`src/rtl/matrix_link_receiver.sv`:
```
// matrix_link_receiver
// Receive side of the matrix output link. Oversamples the multi-channel SPI
// column stream and the 595-style column-select interface, deserializes one
// word per channel, and mirrors the latched column pattern.
// Optional build macro: MATRIX_LINK_RX_TIMEOUT_EN (drops a stalled partial word).
module matrix_link_receiver #(
  parameter int CHANNEL_NUMBER = 3,
  parameter int SPI_SIZE       = 8,
  parameter int MSB_FIRST      = 1,
  parameter int COLUMN_NUMBER  = 16,
  parameter int TIMEOUT_CYCLES = 1024
) (
  input  logic                               clk,
  input  logic                               rst,
  input  logic                               spi_clk,
  input  logic [CHANNEL_NUMBER-1:0]          spi_mosi,
  input  logic                               ser_clk,
  input  logic                               ser_data,
  input  logic                               ser_stcp,
  input  logic                               ser_n_enable,
  input  logic                               rx_ready,
  input  logic                               err_clr,
  output logic [CHANNEL_NUMBER*SPI_SIZE-1:0] rx_data,
  output logic                               rx_valid,
  output logic                               rx_overrun,
  output logic                               rx_partial,
  output logic [COLUMN_NUMBER-1:0]           column_reg,
  output logic                               column_strobe,
  output logic                               frame_start,
  output logic [15:0]                        word_count,
  output logic                               outputs_enabled
);

  localparam int DATA_W = CHANNEL_NUMBER * SPI_SIZE;
  localparam int CNT_W  = $clog2(SPI_SIZE + 1);

  localparam logic [0:0] ST_IDLE  = 1'b0;
  localparam logic [0:0] ST_SHIFT = 1'b1;

  // Synchronizer stages and delayed copies for edge detection
  logic                      spi_s1, spi_s2, spi_d;
  logic [CHANNEL_NUMBER-1:0] mosi_s1, mosi_s2;
  logic                      sclk_s1, sclk_s2, sclk_d;
  logic                      sdat_s1, sdat_s2;
  logic                      stcp_s1, stcp_s2, stcp_d;
  logic                      n_en_s1, n_en_s2;

  // Registered edge events with the data bits aligned to them
  logic                      spi_ev, ser_ev, stcp_ev;
  logic [CHANNEL_NUMBER-1:0] mosi_q;
  logic                      sdat_q;

  // Deserializer state
  logic [0:0]                state;
  logic [CNT_W-1:0]          bit_cnt;
  logic [DATA_W-1:0]         shift_q;
  logic [DATA_W-1:0]         shift_nxt;
  logic [COLUMN_NUMBER-1:0]  col_shift;

  logic bit_last, word_done, drop_partial, timeout_hit;

  // Two-flop synchronizers, then a registered rising-edge detector per clock-like input
  always_ff @(posedge clk or posedge rst) begin
    if (rst) begin
      spi_s1  <= 1'b0;
      spi_s2  <= 1'b0;
      spi_d   <= 1'b0;
      mosi_s1 <= '0;
      mosi_s2 <= '0;
      sclk_s1 <= 1'b0;
      sclk_s2 <= 1'b0;
      sclk_d  <= 1'b0;
      sdat_s1 <= 1'b0;
      sdat_s2 <= 1'b0;
      stcp_s1 <= 1'b0;
      stcp_s2 <= 1'b0;
      stcp_d  <= 1'b0;
      // NOTE: the enable synchronizer resets to "disabled" (1) so that
      // outputs_enabled, its inverse, reads 0 in reset like every other output.
      n_en_s1 <= 1'b1;
      n_en_s2 <= 1'b1;
      spi_ev  <= 1'b0;
      ser_ev  <= 1'b0;
      stcp_ev <= 1'b0;
      mosi_q  <= '0;
      sdat_q  <= 1'b0;
    end else begin
      // NOTE: non-blocking assignments make every stage sample the previous
      // stage's old value, which is what turns this into a shift chain.
      spi_s1  <= spi_clk;
      spi_s2  <= spi_s1;
      spi_d   <= spi_s2;
      mosi_s1 <= spi_mosi;
      mosi_s2 <= mosi_s1;
      sclk_s1 <= ser_clk;
      sclk_s2 <= sclk_s1;
      sclk_d  <= sclk_s2;
      sdat_s1 <= ser_data;
      sdat_s2 <= sdat_s1;
      stcp_s1 <= ser_stcp;
      stcp_s2 <= stcp_s1;
      stcp_d  <= stcp_s2;
      n_en_s1 <= ser_n_enable;
      n_en_s2 <= n_en_s1;
      spi_ev  <= spi_s2 & ~spi_d;
      ser_ev  <= sclk_s2 & ~sclk_d;
      stcp_ev <= stcp_s2 & ~stcp_d;
      mosi_q  <= mosi_s2;
      sdat_q  <= sdat_s2;
    end
  end

  assign outputs_enabled = ~n_en_s2;

  // Per-channel next shift value: new bit enters at the LSB (MSB first) or MSB (LSB first)
  for (genvar c = 0; c < CHANNEL_NUMBER; c++) begin : g_ch
    if (SPI_SIZE == 1) begin : g_single
      assign shift_nxt[c] = mosi_q[c];
    end else if (MSB_FIRST != 0) begin : g_msb
      assign shift_nxt[c*SPI_SIZE +: SPI_SIZE] =
        {shift_q[c*SPI_SIZE +: SPI_SIZE-1], mosi_q[c]};
    end else begin : g_lsb
      assign shift_nxt[c*SPI_SIZE +: SPI_SIZE] =
        {mosi_q[c], shift_q[c*SPI_SIZE+1 +: SPI_SIZE-1]};
    end
  end

  // Word boundary decode; a completing edge takes priority over a latch-edge drop
  always_comb begin
    // NOTE: every signal driven here gets a value on every path, so no latch is inferred.
    bit_last     = (bit_cnt == CNT_W'(SPI_SIZE - 1));
    word_done    = spi_ev && bit_last;
    drop_partial = stcp_ev && (state == ST_SHIFT) && !word_done;
  end

`ifdef MATRIX_LINK_RX_TIMEOUT_EN
  localparam int TO_W = $clog2(TIMEOUT_CYCLES + 1);
  logic [TO_W-1:0] to_cnt;

  assign timeout_hit = (state == ST_SHIFT) && !spi_ev && (to_cnt == TO_W'(TIMEOUT_CYCLES));

  // Inactivity counter: runs only while a word is in progress, restarts on each spi edge
  always_ff @(posedge clk or posedge rst) begin
    if (rst) begin
      to_cnt <= '0;
    end else if ((state != ST_SHIFT) || spi_ev || timeout_hit) begin
      to_cnt <= '0;
    end else begin
      to_cnt <= to_cnt + TO_W'(1);
    end
  end
`else
  logic [31:0] unused_timeout_cycles;
  assign unused_timeout_cycles = TIMEOUT_CYCLES;
  assign timeout_hit           = 1'b0;
`endif

  // Deserializer FSM: IDLE until the first edge, SHIFT while a word is incomplete
  always_ff @(posedge clk or posedge rst) begin
    if (rst) begin
      // NOTE: the shift register is reset too so a fresh word never exposes
      // bits left over from before reset.
      state   <= ST_IDLE;
      bit_cnt <= '0;
      shift_q <= '0;
    end else if (drop_partial || timeout_hit) begin
      state   <= ST_IDLE;
      bit_cnt <= '0;
    end else if (spi_ev) begin
      shift_q <= shift_nxt;
      if (bit_last) begin
        state   <= ST_IDLE;
        bit_cnt <= '0;
      end else begin
        state   <= ST_SHIFT;
        bit_cnt <= bit_cnt + CNT_W'(1);
      end
    end
  end

  // Output word register with valid/ready handshake, sticky errors and word counter
  always_ff @(posedge clk or posedge rst) begin
    if (rst) begin
      rx_data    <= '0;
      rx_valid   <= 1'b0;
      rx_overrun <= 1'b0;
      rx_partial <= 1'b0;
      word_count <= '0;
    end else begin
      if (word_done) begin
        rx_data  <= shift_nxt;
        rx_valid <= 1'b1;
      end else if (rx_valid && rx_ready) begin
        rx_valid <= 1'b0;
      end

      if (word_done && rx_valid && !rx_ready) begin
        rx_overrun <= 1'b1;
      end else if (err_clr) begin
        rx_overrun <= 1'b0;
      end

      if (drop_partial || timeout_hit) begin
        rx_partial <= 1'b1;
      end else if (err_clr) begin
        rx_partial <= 1'b0;
      end

      if (stcp_ev) begin
        word_count <= '0;
      end else if (word_done && (word_count != 16'hFFFF)) begin
        word_count <= word_count + 16'd1;
      end
    end
  end

  // Column shift register and storage latch; the latch sees the pre-shift value
  always_ff @(posedge clk or posedge rst) begin
    if (rst) begin
      col_shift     <= '0;
      column_reg    <= '0;
      column_strobe <= 1'b0;
      frame_start   <= 1'b0;
    end else begin
      if (ser_ev) begin
        col_shift <= {col_shift[COLUMN_NUMBER-2:0], sdat_q};
      end
      if (stcp_ev) begin
        column_reg <= col_shift;
      end
      column_strobe <= stcp_ev;
      frame_start   <= stcp_ev && (col_shift == COLUMN_NUMBER'(1));
    end
  end

endmodule
```
`config.mk`:
```
export PLATFORM = sky130hd
export DESIGN_NAME = matrix_link_receiver
export DESIGN_NICKNAME = d
export VERILOG_FILES = /design/src/rtl/matrix_link_receiver.sv
export SDC_FILE = /design/constraint.sdc
export NUM_CORES = 1
export LEC_CHECK = 0
export ABC_AREA = 1
export CAP_MARGIN = 40
export CORE_ASPECT_RATIO = 1.2
export CORE_MARGIN = 1
export CORE_UTILIZATION = 53
export CTS_CLUSTER_DIAMETER = 30
export DETAILED_ROUTE_END_ITERATION = 8
export MAX_ROUTING_LAYER = met4
export PLACE_DENSITY = 0.79
export RECOVER_POWER = 50
export SYNTH_ARGS = -nofsm -noshare
export SYNTH_HDL_FRONTEND = slang
export SYNTH_SLANG_ARGS = --single-unit
export TNS_END_PERCENT = 50
```
`constraint.sdc`:
```
create_clock -name clk -period 4.14 [get_ports clk]
set_input_delay 0.414 -clock clk [delete_from_list [all_inputs] [get_ports clk]]
set_output_delay 0.414 -clock clk [all_outputs]
set_load 0.03 [all_outputs]
```
==> impl_metrics.json, run 1 <==
{
  "grt_pass1_vias": 3927,
  "top_regs": "rx_data: 24 flops, shift_q: 21 flops",
  "dieArea_um2": 9729,
  "rsz0062_at_grt": "no",
  "slew_viol_final": 69,
  "p_total_uw": 3763,
  "cts-hold-fix-buffers": 0,
  "insertion_delay_ps": 520,
  "power.net_switching_uw": 1082,
  "swShare_pct": 28.75,
  "ys_warn_count": 0,
  "relSlewSlack_pct": -7.510,
  "synth_nets": 522,
  "cts_tree": "built",
  "synthTopCellsByArea": "dfrtp_1 64%, nand2_1 11%, o21ai_0 6.8%",
  "wirelength_um": 10880,
  "crit_path_end_kind": "async pin",
  "critical_path_peak_fanout": 68,
  "synth_edf_count": 0,
  "core_um2": 9034,
  "grt_overflow": 0,
  "cts_setup_buffers": 0,
  "skew_ps": 12.45,
  "syn_to_final_growth_pct": 29.73,
  "cts-root-buf": "clkbuf_8",
  "ys.flop_type": "dfrtp_1",
  "arrival_ps": 3180,
  "fin_tns_setup_ps": 0,
  "ys_top_cells_by_count": "146 x nand2_1, 127 x dfrtp_1, 67 x o21ai_0",
  "power_frac_seq_pct": 42.0,
  "cts_htree_levels": 4,
  "holdCritPathClass": "in -> async",
  "gp_congestion": 0.8907,
  "regMostFlops": "rx_data",
  "yosysSeqAreaShare_pct": 65.28,
  "p_comb_share_pct": 17.6,
  "power.internal_uw": 2682,
  "routed_via_density": 5.184,
  "grt_max_degree": 69,
  "worst_pin_slew_ps": 1613,
  "cts_resized": 0,
  "grt_first_pass_wirelength_um": 18290,
  "drt-initial-drc-count": 206,
  "pwr-share-clk_pct": 40.4,
  "clkTransAtPathRegs_ps": 60,
  "dr.pass1.iters": 5,
  "regArea_um2": 3231,
  "failed_checks": "max-capacitance violations, max-slew violations",
  "portBuffers": 73,
  "dpl.hpwl_um": 6445,
  "ys_types": 31,
  "n_fill_cell": 647,
  "post-synth-top-area-cell": "dfrtp_1",
  "grtUsageTotal_pct": 25.13,
  "nets": 602,
  "drive_above_1_share_pct": 8.319,
  "rr_startpoint": "bit_cnt[0]$_DFFE_PP0P_",
  "die-height_um": 107.9,
  "syn_inst": 508,
  "numCtsBuffers": 17,
  "num_io_pins": 74,
  "max_freq_mhz": 381.7,
  "ir_worst_vdd_v": 0.0004144,
  "hold_violations": 0,
  "drcViolationCount": 0,
  "drv_cap": 1,
  "antenna_left": 0,
  "crit_path_start_kind": "input port",
  "synth_area_um2": 4948,
  "diodes": 0,
  "setup_viol": 0,
  "wl_per_cell_um": 15.09,
  "fin_crit_ps": 2620,
  "clock-sinks": 129,
  "async_flop_share_pct": 100.0,
  "p_leak_uw": 0.002961,
  "power.density_nw_per_um2": 586.2,
  "die_x_um": 90.21,
  "multi_input_area_um2": 1424,
  "largest_register_ffs": 24,
  "clockBufferDepth": 2,
  "ys_ff_latch": 129,
  "avgSynthCellArea_um2": 9.741,
  "antenna_found_initial": 0,
  "vias": 3738,
  "rows": 38,
  "status": "complete, but fails checks",
  "cp.required_ps": 4700,
  "critPathKind": "in -> async",
  "synth_top_area_share_pct": 64.22,
  "startpoint": "rst",
  "synth.most_common_cell": "nand2_1",
  "initial_core_util_pct": 54.78,
  "post-route-period-util_pct": 63.28
}
[cells by family (layout without fill, tap and decap cells)]
family          count (synthesis)  after routing  share of synthesized area (%)
flops                         129            129                          65.28
buf+inv                        76            169                          6.068
xor+xnor                        7              7                          1.239
fa+ha+maj                       2              2                         0.5056
mux                             1              1                         0.2275
simple gates                  209            209                          17.90
compound gates                 84             84                          8.774
[power by group through the flow]
stage               clock network, µW  registers, µW  logic [µW]
finish                           1520           1580         662
global route                     1600           1610         719
CTS                              1540           1580         675
detailed placement                  0           1590         652
global placement                    0           1580         625
floorplan                           0           1740         220
[routing by layer]
layer | global-route usage [%] | up-vias | routed length [µm]
met2 | 42.53 | 131 | 5752
met3 | 6.003 | 30 | 553
met4 | 13.25 | 0 | 323
met1 | 27.76 | 1792 | 4249
met5 | - | - | 0
li1 | - | 1785 | -
[path summary, 6_finish.rpt]
path              depth (start not counted)                       to  slack (ps)
max reg2reg                               6   bit_cnt[2]$_DFFE_PP0P_        2290
min                                       2  shift_q[14]$_DFFE_PP0P_         280
max in group clk                          1            word_count[5]        2000
max                                       4  shift_q[11]$_DFFE_PP0P_        1520
min in group clk                          0         spi_s2$_DFF_PP0_         350
min reg2reg                               0         spi_s2$_DFF_PP0_         350
[stage by stage]
stage	area, µm²	std cells	worst slack [ps]	hold slack [ps]	util, %
2_1_floorplan	4949	508	288.3	331.2	-
3_3_place_gp	5786	687	2216	333.0	64.04
3_5_place_dp	5841	689	2368	338.0	64.65
4_1_cts	6446	721	1992	119.6	71.36
5_1_grt	6420	721	999.9	293.8	71.07
6_report	6420	721	1520	276.2	71.07
[worst max-delay path, cell delays in order]
cell,delay [ps]
dlygate4sd3_1,550
clkinvlp_2,190
clkbuf_2,1210
clkbuf_2,770
[cell type report]
cell class	count	area share [%]
clock buffer	18	6.509
tap	120	2.339
sequential	129	50.32
multi-input combinational	303	22.18
timing repair buffer	79	12.32
inverter	58	3.411
clock inverter	14	2.923
[cells in the final DEF (no fill, tap or decap), drive strengths merged, types with 3 or more instances in the layout]
master and count:
o21ai 77, clkbuf 20, nor3 3, buf 4, nand2 147, o21bai 3
nor2 25, clkdlybuf4s50 64, dfrtp 127, clkinv 8, inv 58, xor2 6
nand3 18, dlygate4sd3 9, nand4 13, bufinv 4
(Power assumes the default switching activity.)
==> run 2: changes to the inputs <==
- clock period: 4.14 -> 2.6 ns (I/O delays scaled with it)
==> impl_metrics.json, run 2 (same netlist as run 1, synthesis figures left out) <==
{
  "rsz0062_at_grt": "no",
  "drt-initial-drc-count": 199,
  "fin_crit_ps": 1960,
  "cts-hold-fix-buffers": 0,
  "cts_tree": "built",
  "cts_setup_buffers": 0,
  "initial_core_util_pct": 54.78,
  "portBuffers": 73,
  "grt_overflow": 0,
  "layout_common_cells": "146 x nand2_1, 127 x dfrtp_1, 67 x o21ai_0",
  "ir_worst_vdd_v": 0.0005887,
  "crit_chain": "clkdlybuf4s50_1",
  "num_io_pins": 74,
  "fin_tns_setup_ps": 0,
  "failed_checks": "max-capacitance violations, max-slew violations",
  "crit_buf_inv": 1,
  "grtUsageTotal_pct": 23.56,
  "p_leak_uw": 0.002972,
  "final_cells": 720,
  "relSlewSlack_pct": -11.55,
  "max_freq_mhz": 510.2,
  "fin_util_pct": 71.44,
  "drive_above_1_share_pct": 7.833,
  "skew_ps": 6.228,
  "slew_viol_final": 130,
  "die_x_um": 90.21,
  "cts_resized": 0,
  "antenna_left": 0,
  "dpl.hpwl_um": 6177,
  "routed_via_density": 5.196,
  "regArea_um2": 3231,
  "max_stage_delay_ps": 720,
  "cp.required_ps": 2340,
  "rows": 38,
  "design_area_um2": 6454,
  "n_fill_cell": 642,
  "final_common_cell": "nand2_1",
  "dp_cells": 688,
  "drcViolationCount": 0,
  "insertion_delay_ps": 510,
  "numCtsBuffers": 17,
  "crit_path_end_kind": "primary output",
  "grt_pass1_vias": 3780,
  "power.density_nw_per_um2": 952.4,
  "clkTransAtPathRegs_ps": 50,
  "critical_path_peak_fanout": 5,
  "largest_register_ffs": 24,
  "critPathKind": "reg -> out",
  "grt_max_degree": 130,
  "dr.pass1.iters": 5,
  "post-route-period-util_pct": 75.39,
  "setup_viol": 0,
  "gp_congestion": 0.9063,
  "nets": 601,
  "grt_first_pass_wirelength_um": 17350,
  "status": "complete, but fails checks",
  "top_regs": "rx_data: 24 flops, shift_q: 21 flops",
  "regMostFlops": "rx_data",
  "die-height_um": 107.9,
  "clockBufferDepth": 2,
  "multi_input_area_um2": 1424,
  "vias": 3741,
  "crit_path_start_kind": "flop",
  "place_area_um2": 5807,
  "crit_family": "buffers and inverters",
  "wl_per_cell_um": 13.83,
  "core_um2": 9034,
  "hold_violations": 0,
  "worst_pin_slew_ps": 1673,
  "clock-sinks": 129,
  "arrival_ps": 1700,
  "diodes": 0,
  "syn_to_final_growth_pct": 30.42,
  "cts_htree_levels": 4,
  "holdCritPathClass": "in -> reg",
  "cp_slowest_cell": "clkdlybuf4s50_1",
  "cts-root-buf": "clkbuf_8",
  "wirelength_um": 9956,
  "dieArea_um2": 9729,
  "drv_cap": 1,
  "antenna_found_initial": 0
}
run 2: changes by cell type in the layout (fill, tap and decap cells not counted), sizes merged:
cell and delta:
clkbuf +6, clkinv -5, buf -1, bufinv +1
clkinvlp -1, inv -1
run 2: metrics by stage:
stage                     total power, µW  hold slack, ps  worst slack, ps
after floorplan                      3125           264.5            746.4
after global placement               3518           331.5             1015
after detailed placement             3561           335.5            930.5
after CTS                            6212           128.1            631.7
after global routing                 6411           271.6            321.0
final                                6146           292.6            639.9
run 2: final timing paths:
check	start	end	slack [ps]	cells after the start
setup / recovery	word_count[8]$_DFFE_PP0P_	word_count[8]	640	1
setup reg to reg	word_count[1]$_DFFE_PP0P_	word_count[9]$_DFFE_PP0P_	880	9
max in group asynchronous	rst	word_count[14]$_DFFE_PP0P_	710	3
hold / removal	ser_n_enable	n_en_s1$_DFF_PP1_	290	1
min in group asynchronous	rst	stcp_s1$_DFF_PP0_	840	3
hold reg to reg	sdat_s1$_DFF_PP0_	sdat_s2$_DFF_PP0_	350	0
run 2: cell type report:
class	count	share of cell area, %
clock buffer	24	7.600
tap	120	2.326
inverter	58	3.432
sequential	129	50.06
multi-input combinational	303	22.06
timing repair buffer	78	11.85
clock inverter	8	2.675
run 2: where the power goes:
group          internal, µW  switching, µW  total [µW]  leakage (µW)
registers              2320            189        2510       0.00169
clock network          1780            821        2610      0.000325
logic                   395            639        1030      0.000960
run 2: per-layer routing:
metal,vias to the layer above,global-route usage (%),part of all wire (%)
li1,1779,-,-
met1,1819,27.93,41
met2,124,37.79,52
met3,19,6.709,6.0
met4,0,10.48,1.5
met5,-,-,0
==> run 3: changes to the inputs <==
- CORE_UTILIZATION: 53 -> 48
- PLACE_DENSITY: 0.79 -> 0.76
- clock period: 2.6 -> 1.66 ns (I/O delays scaled with it)
==> impl_metrics.json, run 3 (same netlist as run 1, synthesis figures left out) <==
{
  "status": "completed",
  "antenna_left": 0,
  "cts-hold-fix-buffers": 0,
  "wl_per_cell_um": 13.38,
  "grt_overflow": 0,
  "regMostFlops": "rx_data",
  "worst_pin_slew_ps": 1126,
  "dr.pass1.iters": 7,
  "n_fill_cell": 795,
  "diodes": 0,
  "max_freq_mhz": 616.9,
  "reg2reg_to": "word_count[15]$_DFFE_PP0P_",
  "cp.depth": 1,
  "slew_viol_final": 0,
  "rows": 40,
  "design_area_um2": 6550,
  "setup_viol": 0,
  "grt_pass1_vias": 3539,
  "fin_crit_ps": 1621,
  "numCtsBuffers": 17,
  "clock-sinks": 129,
  "grtUsageTotal_pct": 20.97,
  "crit_family": "buffers and inverters",
  "startpoint": "rx_data[6]$_DFFE_PP0P_",
  "relSlewSlack_pct": 24.94,
  "cp_slowest_cell": "clkdlybuf4s50_1",
  "die_x_um": 94.69,
  "clockBufferDepth": 2,
  "rsz0062_at_grt": "yes",
  "rrSetupSlack_ps": 60,
  "cts-root-buf": "clkbuf_16",
  "fin_hold_ws_ps": 295.8,
  "power.density_nw_per_um2": 1398,
  "vias": 3740,
  "largest_register_ffs": 24,
  "grt_max_degree": 87,
  "holdCritPathClass": "in -> reg",
  "drv_cap": 0,
  "dpl.hpwl_um": 6274,
  "rr_startpoint": "word_count[0]$_DFFE_PP0P_",
  "ir_worst_vdd_v": 0.001009,
  "num_io_pins": 74,
  "worstSetupEndpoint": "rx_data[6]",
  "syn_to_final_growth_pct": 32.36,
  "arrival_ps": 1450,
  "cp.required_ps": 1490,
  "hold-path-cell-count": 1,
  "drcViolationCount": 0,
  "place_area_um2": 5921,
  "cts_tree": "built",
  "wirelength_um": 9875,
  "drt-initial-drc-count": 198,
  "crit_buf_inv": 1,
  "die-height_um": 113.2,
  "insertion_delay_ps": 410,
  "grt_first_pass_wirelength_um": 16730,
  "critical_path_peak_fanout": 2,
  "antenna_found_initial": 0,
  "r2r_cells": 9,
  "post-route-period-util_pct": 97.65,
  "routed_via_density": 5.068,
  "cts_htree_levels": 4,
  "drive_above_1_share_pct": 10.46,
  "clkTransAtPathRegs_ps": 60,
  "p_leak_uw": 0.003268,
  "critPathKind": "reg -> out",
  "skew_ps": 17.06,
  "final_common_cell": "nand2_1",
  "portBuffers": 73,
  "layout_common_cells": "145 x nand2_1, 127 x dfrtp_1, 67 x o21ai_0",
  "hold_violations": 0,
  "top_regs": "rx_data: 24 flops, shift_q: 21 flops",
  "max_stage_delay_ps": 680,
  "crit_path_end_kind": "primary output",
  "gp_congestion": 0.8808,
  "nets": 613,
  "core_um2": 10010,
  "crit_path_start_kind": "flop",
  "crit_chain": "clkdlybuf4s50_1",
  "dieArea_um2": 10720,
  "initial_core_util_pct": 49.44
}
-- run 3: how the worst min path moves through the flow --
| stage | start | to | slack [ps] |
|---|---|---|---|
| after global routing | spi_mosi[0] | mosi_s1[0]$_DFF_PP0_ | 290 |
| final | ser_n_enable | n_en_s1$_DFF_PP1_ | 300 |
| after global placement | mosi_s2[1]$_DFF_PP0_ | mosi_q[1]$_DFF_PP0_ | 330 |
| after CTS | ser_n_enable | n_en_s1$_DFF_PP1_ | 150 |
| after detailed placement | sdat_s1$_DFF_PP0_ | sdat_s2$_DFF_PP0_ | 340 |
| after floorplan | ser_n_enable | n_en_s1$_DFF_PP1_ | 170 |
-- run 3: report_power, final --
group | internal (µW) | switching (µW)
registers | 3630 | 279
logic | 624 | 998
clock network | 2230 | 1400
-- run 3: timing repair --
item,CTS,global route
cloned,0,1
gates resized for setup,18,20
setup buffers,0,3
setup endpoints to repair,18,26
pin swaps,0,10
-- run 3: per-layer routing --
| metal | part of all wire, % | global-route usage [%] | vias to the layer above |
|---|---|---|---|
| met4 | 1.0 | 6.970 | 0 |
| li1 | - | - | 1809 |
| met2 | 50 | 30.74 | 124 |
| met3 | 6.0 | 6.048 | 14 |
| met1 | 43 | 28.12 | 1793 |
| met5 | 0 | - | - |
-- run 3: through the flow --
stage	util, %	power (µW)	setup TNS, ps	cells	worst slack, ps
3_3_place_gp	59.15	5538	0	702	111.6
4_1_cts	64.78	9258	0	734	5.822
2_1_floorplan	-	4895	-13070	508	-99.60
6_report	65.44	9154	0	738	39.08
5_1_grt	65.44	9626	-616.3	738	-66.91
3_5_place_dp	59.15	5594	0	702	33.64
-- run 3: layout make-up --
| class | count | area [µm²] | share of cell area, % |
|---|---|---|---|
| tap | 126 | 157.7 | 2.407 |
| inverter | 58 | 219.0 | 3.343 |
| sequential | 129 | 3231 | 49.32 |
| clock inverter | 15 | 160.2 | 2.445 |
| clock buffer | 17 | 425.4 | 6.495 |
| timing repair buffer | 89 | 874.6 | 13.35 |
| multi-input combinational | 304 | 1483 | 22.64 |
